**src/rtl/cpu_pkg.sv**
```systemverilog
// cpu_pkg: ASCII constants, hex-digit helper and the register-dump FSM state
// type shared by reg_dump_uart and its byte transmitter.
package cpu_pkg;

  localparam logic [7:0] CH_R  = 8'h52;  // 'R'
  localparam logic [7:0] CH_EQ = 8'h3D;  // '='
  localparam logic [7:0] CH_CR = 8'h0D;
  localparam logic [7:0] CH_LF = 8'h0A;
  localparam logic [7:0] CH_0  = 8'h30;  // '0'

  typedef enum logic [2:0] {
    ST_IDLE,
    ST_ADDR,
    ST_CAPTURE,
    ST_SEND,
    ST_WAIT,
    ST_FIN
  } dump_state_t;

  // Uppercase hex digit for one nibble ('A' is 0x37 + 10).
  function automatic logic [7:0] hex2ascii(input logic [3:0] nib);
    return (nib < 4'd10) ? (CH_0 + {4'h0, nib}) : (8'h37 + {4'h0, nib});
  endfunction

endpackage

```
**src/rtl/uart_tx_byte.sv**
```systemverilog
// uart_tx_byte: one-byte UART transmitter (start, 8 data LSB first,
// optional even parity, stop). Define REG_DUMP_PARITY_EN to add the parity bit.
// tx_done is high during the last cycle of the stop bit; the line is idle
// (and load is accepted) from the following cycle.
module uart_tx_byte #(
  parameter int CLKS_PER_BIT = 434
) (
  input  logic       clk,
  input  logic       rst,
  input  logic       load,
  input  logic [7:0] data,
  output logic       tx,
  output logic       tx_busy,
  output logic       tx_done
);

`ifdef REG_DUMP_PARITY_EN
  localparam int NBITS = 11;
`else
  localparam int NBITS = 10;
`endif
  localparam int CW = $clog2(CLKS_PER_BIT + 1);

  logic [CW-1:0]    cnt;
  logic [3:0]       bitn;
  logic [NBITS-2:0] shreg;  // bits still to go out after the start bit

  assign tx_done = tx_busy && (cnt == CW'(CLKS_PER_BIT - 1)) && (bitn == 4'(NBITS - 1));

  // Baud counter and bit shifter; tx is registered so it never glitches.
  always_ff @(posedge clk) begin
    if (rst) begin
      tx      <= 1'b1;
      tx_busy <= 1'b0;
      cnt     <= '0;
      bitn    <= '0;
      shreg   <= '1;
    end else if (load && !tx_busy) begin
      tx      <= 1'b0;
      tx_busy <= 1'b1;
      cnt     <= '0;
      bitn    <= '0;
`ifdef REG_DUMP_PARITY_EN
      shreg   <= {1'b1, ^data, data};
`else
      shreg   <= {1'b1, data};
`endif
    end else if (tx_busy) begin
      if (cnt == CW'(CLKS_PER_BIT - 1)) begin
        cnt <= '0;
        if (bitn == 4'(NBITS - 1)) begin
          tx_busy <= 1'b0;
          tx      <= 1'b1;
        end else begin
          tx    <= shreg[0];
          shreg <= {1'b1, shreg[NBITS-2:1]};
          bitn  <= bitn + 4'd1;
        end
      end else begin
        cnt <= cnt + CW'(1);
      end
    end
  end

endmodule

```
**src/rtl/reg_dump_uart.sv**
```systemverilog
// reg_dump_uart: on start, reads registers 0..NREGS-1 through ra/rd and sends
// each as "Rn=HH\r\n" over tx. Define REG_DUMP_PARITY_EN for 8E1 frames.
// The register value is snapshotted once per line so a concurrent write can
// never split a line across two values.
module reg_dump_uart
  import cpu_pkg::*;
#(
  parameter  int CLK_HZ = 50_000_000,
  parameter  int BAUD   = 115200,
  parameter  int NREGS  = 8,
  localparam int RA_W   = $clog2(NREGS)
) (
  input  logic            clk,
  input  logic            rst,
  input  logic            start,
  output logic [RA_W-1:0] ra,
  input  logic [7:0]      rd,
  output logic            tx,
  output logic            busy,
  output logic            done
);

  localparam int              CLKS_PER_BIT = CLK_HZ / BAUD;
  localparam logic [RA_W-1:0] LAST_REG     = RA_W'(NREGS - 1);

  dump_state_t state;
  logic [2:0]  char_idx;
  logic [7:0]  snap;
  logic        load;
  logic [7:0]  cur_byte;
  logic        tx_busy;
  logic        tx_done;

  // Character of the current line selected by char_idx.
  always_comb begin
    cur_byte = CH_LF;
    case (char_idx)
      3'd0:    cur_byte = CH_R;
      3'd1:    cur_byte = CH_0 + 8'(ra);
      3'd2:    cur_byte = CH_EQ;
      3'd3:    cur_byte = hex2ascii(snap[7:4]);
      3'd4:    cur_byte = hex2ascii(snap[3:0]);
      3'd5:    cur_byte = CH_CR;
      default: cur_byte = CH_LF;
    endcase
  end

  // Dump sequencer. ra is already 0 when leaving IDLE, so the first line goes
  // straight to CAPTURE; later lines spend one ADDR cycle letting rd settle.
  always_ff @(posedge clk) begin
    if (rst) begin
      state    <= ST_IDLE;
      ra       <= '0;
      busy     <= 1'b0;
      done     <= 1'b0;
      load     <= 1'b0;
      char_idx <= '0;
      snap     <= '0;
    end else begin
      load <= 1'b0;
      done <= 1'b0;
      case (state)
        ST_IDLE: begin
          if (start) begin
            ra    <= '0;
            busy  <= 1'b1;
            state <= ST_CAPTURE;
          end
        end
        ST_ADDR: state <= ST_CAPTURE;
        ST_CAPTURE: begin
          snap     <= rd;
          char_idx <= '0;
          load     <= 1'b1;
          state    <= ST_SEND;
        end
        ST_SEND: begin
          // Transmitter takes the byte on this edge; hold load if it is not idle.
          if (tx_busy) load <= 1'b1;
          else         state <= ST_WAIT;
        end
        ST_WAIT: begin
          if (tx_done) begin
            if (char_idx != 3'd6) begin
              char_idx <= char_idx + 3'd1;
              load     <= 1'b1;
              state    <= ST_SEND;
            end else if (ra != LAST_REG) begin
              ra    <= ra + RA_W'(1);
              state <= ST_ADDR;
            end else begin
              done  <= 1'b1;
              state <= ST_FIN;
            end
          end
        end
        ST_FIN: begin
          busy  <= 1'b0;
          ra    <= '0;
          state <= ST_IDLE;
        end
        default: state <= ST_IDLE;
      endcase
    end
  end

  uart_tx_byte #(.CLKS_PER_BIT(CLKS_PER_BIT)) u_tx (
    .clk     (clk),
    .rst     (rst),
    .load    (load),
    .data    (cur_byte),
    .tx      (tx),
    .tx_busy (tx_busy),
    .tx_done (tx_done)
  );

endmodule

```
**config.mk**
```make
export PLATFORM = sky130hd
export DESIGN_NAME = reg_dump_uart
export DESIGN_NICKNAME = d
export VERILOG_FILES = /design/src/rtl/cpu_pkg.sv /design/src/rtl/uart_tx_byte.sv /design/src/rtl/reg_dump_uart.sv
export SDC_FILE = /design/constraint.sdc
export NUM_CORES = 1
export LEC_CHECK = 0
export BUFFER_PORTS_ARGS = -buffer_cell sky130_fd_sc_hd__clkbuf_2
export CORE_MARGIN = 4
export CORE_UTILIZATION = 50
export CTS_CLUSTER_SIZE = 40
export DETAILED_ROUTE_END_ITERATION = 10
export HOLD_SLACK_MARGIN = 0.08
export PLACE_DENSITY = 0.65
export SYNTH_ARGS = -nofsm -noshare
export SYNTH_HDL_FRONTEND = slang
export SYNTH_SLANG_ARGS = --single-unit
```
**constraint.sdc**
```tcl
create_clock -name clk -period 3.5 [get_ports clk]
set_clock_uncertainty 0.15 [all_clocks]
set_input_delay 0.35 -clock clk [delete_from_list [all_inputs] [get_ports clk]]
set_output_delay 0.35 -clock clk [all_outputs]
set_load 0.01 [all_outputs]
```
**Word level (Yosys, flattened, before mapping)**

Index checks and enable logic that the tools add are counted.

- Logic and storage cells: 104
- Input port bits: 11
- Register bits: 43
- Output and inout bits: 6

- Reductions and logical operators: 20
- Magnitude comparators: 2
- Equal/unequal tests: 21
- Add/sub/neg operators: 9
- Bitwise gates (word level): 3
- Multiplexer cells: 37

Operator list:

| kind | number |
|---|---|
| $pmux 7 s6 | 1 |
| $mux 3 | 11 |
| $mux 8 | 4 |
| $add 6x4->7 const A | 4 |
| $pmux 3 s5 | 1 |
| $mux 7 | 2 |
| $ne 2x2->1 const B | 7 |
| $mux 1 | 13 |
| $eq 3x2->1 const B | 4 |
| $eq 3x3->1 const B | 4 |
| $reduce_and 3->1 | 4 |
| $add 9x1->9 const B | 1 |
| $eq 9x9->1 const B | 1 |
| $mux 9 | 1 |
| $pmux 3 s3 | 1 |
| $lt 4x4->1 const B | 2 |
| $reduce_bool 2->1 | 4 |
| $add 6x3->7 const A | 1 |
| $add 3x1->3 const B | 2 |
| $eq 3x1->1 const B | 2 |
| $logic_not 3->1 | 2 |
| $ne 3x3->1 const B | 2 |
| $pmux 3 s2 | 1 |
| $reduce_and 5->1 | 1 |
| other kinds (11) | 16 |

**Depth between registers and ports, before layout**

Gate-level depths: netlist (run 1).

- Depth in word-level cells: 5
- Mapped depth: 8
- Gate-level depth less buffers: 7

**Hierarchy**

From an unflattened synthesis (run 1), not the netlist that was laid out.

- Cells, all modules: 295
- Area total of the unflattened synthesis: 2363.5 sq um

Modules (own cells, without submodules):

| module | instances | area an instance (sq um) | cells an instance | sequential area each (sq um) |
|---|---|---|---|---|
| reg_dump_uart | 1 | 1316.3 | 169 | 400.4 |
| uart_tx_byte | 1 | 1047.3 | 126 | 460.4 |

**Worst setup path after synthesis (run 1)**

Ideal clock, no wire load.

- Path type: flip-flop to flip-flop
- Start: reg u_tx.bitn[1]
- End: reg u_tx.shreg[0]
- Period minus slack after synthesis: 2120 ps
- Data arrival time: 1848 ps
- Buffers on the path: 0
- Stages on the path, launching flop included: 7
- Data required time: 3228 ps
- Setup slack: 1380 ps
- Library setup time: 122 ps
- Path through: dfxtp_1 inv_1 ha_1 and3b_1 nor4_4 mux2_2 a221o_1

- Word-level cells in the longest chain between the ends: 3

RTL lines:

| element | line | RTL |
|---|---|---|
| from (decl) | uart_tx_byte.sv:25 | `logic [3:0] bitn;` |
| from (signal assigned) | uart_tx_byte.sv:57 | `bitn <= bitn + 4'd1;` |
| $eq 4x4->1 | uart_tx_byte.sv:51 | `if (bitn == 4'(NBITS - 1)) begin` |
| $ne 2x2->1 (no line) | -- |  |
| $reduce_and 3->1 (no line) | -- |  |
| to (signal assigned) | uart_tx_byte.sv:46 | `shreg <= {1'b1, data};` |
| to (signal assigned) | uart_tx_byte.sv:56 | `shreg <= {1'b1, shreg[NBITS-2:1]};` |
| to (decl) | uart_tx_byte.sv:26 | `logic [NBITS-2:0] shreg;` |

No other way between the ends.
A chain may end at the register's enable or synchronous reset.

**Final worst setup path (run 1)**

Same ends and word-level chain as after synthesis.

==> flow_summary.yaml, run 1 <==
synthesis:
  yosysTopAreaCellShare_pct: 37.51
  synthArstFlopShare_pct: 0
  yosys-top-cells-area: "dfxtp_1 (38%), ha_1 (7.1%), nand2_1 (6.1%), a21oi_1 (5.9%), nor2_1 (4.3%)"
  synth_cell_type_count: 45
  yosysMostFrequentCell: "dfxtp_1"
  yosysSeqAreaShare_pct: 37.51
  yosys-top-cells-count: "dfxtp_1 (43), nand2_1 (37), a21oi_1 (27)"
  syn_inst: 282
  synth.largest_area_cell: "dfxtp_1"
  synthFlopType: "dfxtp_1"
  synth_area_per_cell_sq_um: 8.137
  syn-cell-area_sq_mm: 0.002295
  ys_ff_latch: 43
  synth_edf_count: 0
  synth_nets: 306
  synth_warnings: 0
layout:
  nFillCells: 393
  nets: 317
  final_cells: 346
  drive_gt1_share_pct: 10.54
  n_antenna_cell: 0
  fin_area_sq_mm: 0.002477
  synthToLayoutAreaGrowth_pct: 7.961
worst_setup_path:
  critPathLaunchType: "register"
  critPathRequiredTime_ns: 3.54
  reg2reg_from: "u_tx.bitn[1]"
  crit_path_start: "u_tx.bitn[1]"
  cp.arrival_ns: 2.37
  cp_max_fo: 14
  endpoint_kind: "register"
  crit_type: "reg2reg"
timing:
  finalHoldViolations: 0
  tightestPinTransition_ns: 0.6316
  rsz0062_at_grt: "false"
  setup_viol: 0
  finalCritPeriodShare_pct: 66.78
  fmax_mhz: 427.9
  layout_setup_ws_ns: 1.163
  tns_ns: 0
  relSlewSlack_pct: 57.58
  hold_ws_ns: 0.1178
  maxSlewViolCount: 0
  finalCriticalPeriod_ns: 2.337
power:
  clock_power_share_pct: 32.5
  p_int_w: 0.0006901
  power_density_mw_per_mm2: 378.0
  switching_share_pct: 26.31
  p_leak_nw: 0.9065
  peakVddDrop_uv: 224.2
  power_frac_seq_pct: 57.3
  combPwrFrac_pct: 10.3
  p_sw_w: 0.0002464
drt:
  drc: 0
  vias: 1892
  routed_via_density: 5.468
  drt_first_pass_iters: 4
  drt_iter0_drc: 130
  ant_nets: 0
  wl_per_cell_um: 12.92
  totalWireLength_um: 4471
place:
  placedCellCount: 338
  place_congestion: 0.8517
  placed_area_sq_mm: 0.002392
  io_buffers: 16
  pre_cts_slack_ns: 1.180
  hpwlAfterDp_um: 3277
clock_network:
  cts-htree-levels: 2
  cts_root_buffer: "clkbuf_8"
  cts_resized: 0
  cts_inserted_buffers: 5
  clkTransAtPathRegs_ns: 0.08
  cts.sinks: 43
  cts_buffer_depth: 2
  clock_latency_ns: 0.29
  hold_buffers: 0
  post_cts_buffers: 0
  cts_tree: "built"
global_routing:
  grt_use_total_pct: 17.56
  grt_pass1_vias: 1724
  grt_pass1_wl_um: 7852
  grt_max_degree: 30
  overflow: 0
  antenna_found_initial: 0
floorplan:
  core_sq_mm: 0.004384
  die_w_um: 75.75
  dieArea_sq_mm: 0.005737
  io_pins: 17
  placementRows: 24
  die_h_um: 75.75
  initial_core_util_pct: 52.34
min_path:
  min_path_type: "in2reg"
  hp-start: "rd[1]"
flow_run:
  cap_violations: 0
outcome:
  status: "completed"
==> worst paths after layout <==
check,endpoint,slack [ns],depth (start not counted)
max reg2reg,u_tx.shreg[0],1.16,7
min,snap[1],0.12,3
max,u_tx.shreg[0],1.16,7
min reg2reg,u_tx.shreg[7],0.32,1
==> through the flow <==
| stage | power, W | util, % |
|---|---|---|
| final | 0.0009365 | 56.51 |
| after global routing | 0.0009940 | 56.51 |
| after CTS | 0.0009529 | 56.51 |
| after detailed placement | 0.0006446 | 54.57 |
| after global placement | 0.0006436 | 54.57 |
| after floorplan | 0.0006184 | - |
==> area by class of cell <==
class                   count  area [sq um]  share of cell area (%)
flip-flops and latches     43         860.8                   34.75
well taps                  52         65.06                   2.626
multi-input cells         210          1319                   53.23
clock buffers               6         72.57                   2.929
repair buffers             17         87.58                   3.535
inverters                  16         60.06                   2.424
clock inverters             2         12.51                  0.5050
==> sequential cells by signal, indices dropped and copies added, names as in the netlist, 3 cells and up <==
name / count
state: 3
snap: 8
u_tx.bitn: 4
u_tx.shreg: 8
char_idx: 3
ra: 3
u_tx.cnt: 9
==> logic make-up (layout without fill, tap and decap cells) <==
logic type / after synthesis / count (layout) / synth area share, %
buf+inv: 29 / 41 / 5.017
fa+ha+maj: 13 / 13 / 7.089
simple gates: 111 / 111 / 25.57
mux: 6 / 6 / 2.672
flops: 43 / 43 / 37.51
compound gates: 67 / 67 / 17.18
xor+xnor: 13 / 13 / 4.962
==> layer usage <==
layer  vias to the layer above  global-route usage (%)  share of wire, %
met4                         0                   6.990               1.5
li1                       1005                       -                 -
met5                         -                       0                 0
met1                       852                   25.20                51
met3                         6                   3.166               3.8
met2                        29                   25.86                43
==> power by group through the flow <==
stage          Combinational, W  Clock, W  Sequential [W]
6_report              0.0000964  0.000304        0.000536
5_1_grt                0.000113  0.000340        0.000541
4_1_cts               0.0000973  0.000319        0.000536
3_5_place_dp          0.0000968         0        0.000548
3_3_place_gp          0.0000963         0        0.000547
2_1_floorplan         0.0000811         0        0.000537
==> critical path, stage by stage, from the launching register on <==
cell,delay [ns]
dfxtp_1,0.39
inv_1,0.06
ha_1,0.20
and3b_1,0.23
nor4_4,0.27
buf_4,0.25
mux2_2,0.35
a221o_1,0.33
==> cells in the final DEF (no fill, tap or decap), drive strengths merged, types with 2 or more instances in the layout <==
| master | count |
|---|---|
| a211oi | 2 |
| a21boi | 3 |
| a21oi | 27 |
| a32oi | 3 |
| and3 | 4 |
| clkbuf | 22 |
| dfxtp | 43 |
| ha | 13 |
| inv | 16 |
| mux2i | 5 |
| nand2 | 37 |
| nand2b | 5 |
| nand3 | 8 |
| nand3b | 3 |
| nand4 | 7 |
| nor2 | 26 |
| nor2b | 4 |
| nor3 | 8 |
| nor4 | 3 |
| o211ai | 2 |
| o21ai | 18 |
| o22ai | 4 |
| xnor2 | 8 |
| xor2 | 5 |
No activity file was read; power rests on OpenSTA's default activity.
==> run 2, diff against run 1 <==
--- a/config.mk
+++ b/config.mk
@@ -5,6 +5,7 @@
 export SDC_FILE = /design/constraint.sdc
 export NUM_CORES = 1
 export LEC_CHECK = 0
+export ABC_AREA = 1
 export BUFFER_PORTS_ARGS = -buffer_cell sky130_fd_sc_hd__clkbuf_2
 export CORE_MARGIN = 4
 export CORE_UTILIZATION = 50
==> constraint.sdc (replaced) <==
create_clock -name clk -period 2.4 [get_ports clk]
set_clock_uncertainty 0.15 [all_clocks]
set_input_delay 0.24 -clock clk [delete_from_list [all_inputs] [get_ports clk]]
set_output_delay 0.24 -clock clk [all_outputs]
set_load 0.01 [all_outputs]
==> flow_summary.yaml, run 2 <==
power:
  power_density_mw_per_mm2: 595.6
  switching_share_pct: 28.05
  power_frac_seq_pct: 48.1
  p_sw_w: 0.0004704
  clock_power_share_pct: 35.0
  p_leak_nw: 1.317
  p_int_w: 0.001206
  peakVddDrop_uv: 393.0
  combPwrFrac_pct: 16.9
worst_setup_path:
  critPathLaunchType: "register"
  critPathBufInv: 2
  cp.arrival_ns: 1.90
  critPathRequiredTime_ns: 2.45
  critical-path-slowest-cell: "dfxtp_1"
  cp_top_family: "simple AND/OR/NAND/NOR gates"
  crit_type: "reg2reg"
  worstPathCellList: "inv_2 -> nor2_4 -> nand4_2 -> nand2_2 -> o21ai_0 -> inv_1 -> nand2_1"
  cp_max_fo: 13
  slowest_delay_ns: 0.56
  endpoint_kind: "register"
layout:
  final_common_cell: "nand2_1"
  drive_gt1_share_pct: 12.24
  fin_area_sq_mm: 0.002815
  seqCellArea_sq_um: 860.8
  largestRegisters: "u_tx.cnt (9), snap (8), u_tx.shreg (8)"
  synthToLayoutAreaGrowth_pct: 12.90
  nFillCells: 487
  largest_reg_flops: 9
  multi_input_area_sq_mm: 0.001368
  n_antenna_cell: 0
  largest_register: "u_tx.cnt"
  nets: 415
  final_cell_mix: "nand2_1 (99), inv_1 (54), dfxtp_1 (43)"
clock_network:
  cts_root_buffer: "clkbuf_8"
  cts.sinks: 43
  cts-htree-levels: 2
  cts_buffer_depth: 2
  cts_tree: "built"
  cts_inserted_buffers: 5
  clock_latency_ns: 0.29
  clkTransAtPathRegs_ns: 0.08
drt:
  drt_iter0_drc: 80
  vias: 2256
  ant_nets: 0
  routed_via_density: 4.915
  totalWireLength_um: 5038
  drt_first_pass_iters: 4
  wl_per_cell_um: 10.98
  drc: 0
timing:
  fmax_mhz: 539.8
  finalCritPeriodShare_pct: 77.20
  finalHoldViolations: 0
  hold_ws_ns: 0.09354
  tns_ns: 0
  tightestPinTransition_ns: 0.7045
  relSlewSlack_pct: 52.98
  setup_viol: 0
  rsz0062_at_grt: "false"
  maxSlewViolCount: 0
  finalCriticalPeriod_ns: 1.853
floorplan:
  die_h_um: 78.62
  core_sq_mm: 0.004786
  placementRows: 25
  io_pins: 17
  die_w_um: 78.62
  initial_core_util_pct: 52.10
  dieArea_sq_mm: 0.006181
flow_run:
  cap_violations: 0
place:
  hpwlAfterDp_um: 3790
  place_congestion: 0.8395
  placed_area_sq_mm: 0.002618
  io_buffers: 16
global_routing:
  antenna_found_initial: 0
  grt_pass1_wl_um: 8880
  grt_pass1_vias: 2123
  overflow: 0
  grt_max_degree: 26
  grt_use_total_pct: 17.69
synthesis:
  synth_edf_count: 0
  yosysSeqAreaShare_pct: 34.52
  yosysMostFrequentCell: "nand2_1"
  synth_nets: 391
  ys_ff_latch: 43
  synth_cell_type_count: 34
  yosys-top-cells-count: "nand2_1 (99), inv_1 (54), dfxtp_1 (43)"
  synth.largest_area_cell: "dfxtp_1"
  syn-cell-area_sq_mm: 0.002494
  syn_inst: 367
  synth_warnings: 0
  synth_area_per_cell_sq_um: 6.795
  yosysTopAreaCellShare_pct: 34.52
  synthFlopType: "dfxtp_1"
  yosys-top-cells-area: "dfxtp_1 (35%), nand2_1 (15%), inv_1 (8.1%), ha_1 (6.5%), nand3_1 (6.2%)"
  synthArstFlopShare_pct: 0
min_path:
  min_path_type: "in2reg"
outcome:
  status: "completed"
[run 2: cell types whose count changed after synthesis, moves of 5 or more]
cell	delta
clkbuf_1	-6
inv_1	+38
mux2i_1	-5
nand2_1	+62
nand2b_1	-5
nand3_1	+24
nor2_2	+7
nor3_1	-6
xnor2_1	-7
[run 2: final timing paths]
path,from,end,slack (ns),cells past startpoint
setup / recovery,u_tx.tx_busy,u_tx.shreg[2],0.55,7
hold / removal,rd[7],snap[7],0.09,3
setup reg to reg,u_tx.tx_busy,u_tx.shreg[2],0.55,7
hold reg to reg,busy,busy,0.34,2
[run 2: power groups by stage]
| stage | registers, W | logic, W | clock network, W |
|---|---|---|---|
| finish | 0.000807 | 0.000283 | 0.000587 |
| global route | 0.000815 | 0.000333 | 0.000637 |
| CTS | 0.000807 | 0.000286 | 0.000607 |
| detailed placement | 0.000824 | 0.000274 | 0 |
| global placement | 0.000821 | 0.000271 | 0 |
| floorplan | 0.000814 | 0.000215 | 0 |
[run 2: kinds of logic (layout without fill, tap and decap cells)]
logic type      count (synthesis)  count (layout)  share of synthesized area [%]
compound gates                 54              54                          11.69
xor+xnor                        2               2                         0.7026
flops                          43              43                          34.52
buf+inv                        66              91                          10.64
simple gates                  189             189                          35.93
fa+ha+maj                      13              13                          6.523
[run 2: per-stage QoR]
stage / utilization, % / cells / total power [W] / setup slack [ns]
after floorplan: - / 367 / 0.001029 / 0.8332
after global placement: 54.69 / 443 / 0.001093 / 0.5870
after detailed placement: 54.69 / 443 / 0.001098 / 0.5365
after CTS: 58.82 / 459 / 0.001700 / 0.5296
after global routing: 58.82 / 459 / 0.001784 / 0.3298
final: 58.82 / 459 / 0.001677 / 0.5473
[run 2: area by class of cell]
type	instances	share of cell area, %
Inverter	58	7.733
Multi-Input combinational cell	258	48.58
Timing Repair Buffer	25	5.956
Clock inverter	2	1.244
Tap cell	67	2.978
Clock buffer	6	2.933
Sequential cell	43	30.58
[run 2: what timing repair did]
action,in CTS,in global routing
gates resized for setup,0,0
hold buffers,8,0
endpoints found under the hold margin,10,0
buffers inserted,0,0
[run 2: worst reg2reg max path, delay by kind of cell (launching register included)]
family	cells	cell delay, ns
AOI/OAI and AO/OA	1	0.10
DFF	1	0.56
buffers and inverters	2	0.19
and+or+nand+nor	4	0.75
[run 2: layer usage]
metal,wire [um],GRT usage (%)
met1,2463,21.56
met2,2360,30.14
met3,147,4.358
met4,66,6.119
met5,0,0
==> run 3, diff against run 2 <==
--- a/config.mk
+++ b/config.mk
@@ -12,7 +12,7 @@
 export CTS_CLUSTER_SIZE = 40
 export DETAILED_ROUTE_END_ITERATION = 10
 export HOLD_SLACK_MARGIN = 0.08
-export PLACE_DENSITY = 0.65
+export PLACE_DENSITY = 0.68
 export SYNTH_ARGS = -nofsm -noshare
 export SYNTH_HDL_FRONTEND = slang
 export SYNTH_SLANG_ARGS = --single-unit
==> constraint.sdc (replaced) <==
create_clock -name clk -period 1.65 [get_ports clk]
set_clock_uncertainty 0.15 [all_clocks]
set_input_delay 0.165 -clock clk [delete_from_list [all_inputs] [get_ports clk]]
set_output_delay 0.165 -clock clk [all_outputs]
set_load 0.01 [all_outputs]
==> flow_summary.yaml, run 3 (same netlist as run 2, synthesis figures left out) <==
global_routing:
  use_met3_pct: 3.670
  grt_pass1_vias: 2297
  grt_use_total_pct: 20.59
  antenna_found_initial: 0
  grt_max_degree: 21
  globalRouteMet1Util_pct: 25.69
  use_met2_pct: 35.82
  top_usage_layer: "met2"
  overflow: 0
  grt_pass1_wl_um: 10320
worst_setup_path:
  critPathBufInv: 3
  reg2reg_setup_slack_ns: 0.04
  cp_top_family: "simple AND/OR/NAND/NOR gates"
  cp_max_fo: 4
  critPathRequiredTime_ns: 1.70
  crit_type: "reg2reg"
  slowest_delay_ns: 0.35
  critPathLaunchType: "register"
  critical-path-slowest-cell: "dfxtp_2"
  worstPathCellList: "inv_1 -> ha_2 -> nand2_1 -> inv_1 -> nor2_2 -> nor2_1 -> buf_4 -> nand4_1 -> nand2_1 -> nor2_2"
  cp.arrival_ns: 1.67
  endpoint_kind: "register"
timing:
  hold_ws_ns: 0.3255
  fmax_mhz: 619.2
  finalCritPeriodShare_pct: 97.87
  tightestPinTransition_ns: 0.3042
  finalHoldViolations: 0
  setup_viol: 0
  finalCriticalPeriod_ns: 1.615
  rsz0062_at_grt: "true"
  layout_setup_ws_ns: 0.03510
  relSlewSlack_pct: 79.53
  maxSlewViolCount: 0
layout:
  final_cells: 491
  nets: 447
  final_common_cell: "nand2_1"
  n_antenna_cell: 0
  largest_register: "u_tx.cnt"
  largestRegisters: "u_tx.cnt (9), snap (8), u_tx.shreg (8)"
  largest_reg_flops: 9
  final_cell_mix: "nand2_1 (95), inv_1 (49), dfxtp_1 (35)"
  post-route-util_pct: 67.53
  drive_gt1_share_pct: 25.24
  synthToLayoutAreaGrowth_pct: 29.60
power:
  total_power_w: 0.002674
  switching_share_pct: 27.63
  combPwrFrac_pct: 19.7
  clock_power_share_pct: 36.9
  p_int_w: 0.001936
  power_frac_seq_pct: 43.4
  p_sw_w: 0.0007389
  p_leak_nw: 1.502
  power_density_mw_per_mm2: 827.5
  peakVddDrop_uv: 733.1
clock_network:
  clkTransAtPathRegs_ns: 0.08
  cts_inserted_buffers: 5
  clock_latency_ns: 0.30
  cts-htree-levels: 2
  cts_root_buffer: "clkbuf_8"
  cts_buffer_depth: 2
  cts.sinks: 43
  cts_tree: "built"
floorplan:
  die_h_um: 78.62
  core_sq_mm: 0.004786
  die_w_um: 78.62
  io_pins: 17
  dieArea_sq_mm: 0.006181
  placementRows: 25
  initial_core_util_pct: 52.10
drt:
  ant_nets: 0
  wl_per_cell_um: 11.88
  drt_iter0_drc: 118
  drc: 0
  drt_first_pass_iters: 5
  vias: 2437
  routed_via_density: 4.963
  totalWireLength_um: 5835
flow_run:
  cap_violations: 0
min_path:
  min_path_type: "reg2reg"
place:
  hpwlAfterDp_um: 4241
  io_buffers: 16
  placedCellCount: 470
  pre_cts_slack_ns: -0.03147
  place_congestion: 0.8652
outcome:
  status: "completed"
==> run 3: repair_timing <==
action | in CTS | in global routing
setup buffers | 1 | 2
setup endpoints to repair | 5 | 27
hold endpoints to repair | 12 | 0
resized for setup | 14 | 32
pin swaps | 4 | 12
hold buffers | 10 | 0
==> run 3: worst paths after layout <==
kind	startpoint	endpoint	cells past startpoint
worst max-delay path	char_idx[0]	ra[2]	10
worst min-delay path	u_tx.shreg[7]	u_tx.shreg[7]	2
worst max register to register	char_idx[0]	ra[2]	10
worst min register to register	u_tx.shreg[7]	u_tx.shreg[7]	2
==> run 3: area by class of cell <==
class                      count  area, sq um
sequential                    43        875.8
fill                         427         1554
inverter                      58        217.7
timing repair buffer          57        432.9
clock buffer                   6        72.57
clock inverter                 2        60.06
tap                           67        83.83
multi-input combinational    258         1489
==> run 3: tightest hold or removal path: cells and delay by family, from the launching register on <==
family | cells | cell delay (ns)
DFF | 1 | 0.31
and+or+nand+nor | 2 | 0.14
==> run 3: routing by layer <==
metal / vias to the layer above / share of wire (%) / wire (um)
met5: - / 0 / 0
li1: 1293 / - / -
met3: 6 / 2.7 / 156
met1: 1104 / 45 / 2646
met2: 34 / 51 / 2956
met4: 0 / 1.3 / 76
==> run 3: stage by stage <==
| step | instance area (sq um) | setup TNS (ns) |
|---|---|---|
| after floorplan | 2494 | 0 |
| after global placement | 2833 | 0 |
| after detailed placement | 2833 | -0.03518 |
| after CTS | 3118 | 0 |
| after global routing | 3232 | -0.2435 |
| final | 3232 | 0 |
==> run 3: power by group through the flow <==
| stage | registers, W | clock network (W) | logic (W) |
|---|---|---|---|
| finish | 0.00116 | 0.000987 | 0.000526 |
| global route | 0.00117 | 0.00106 | 0.000595 |
| floorplan | 0.00118 | 0 | 0.000313 |
| detailed placement | 0.00118 | 0 | 0.000482 |
| CTS | 0.00116 | 0.00101 | 0.000511 |
| global placement | 0.00118 | 0 | 0.000476 |
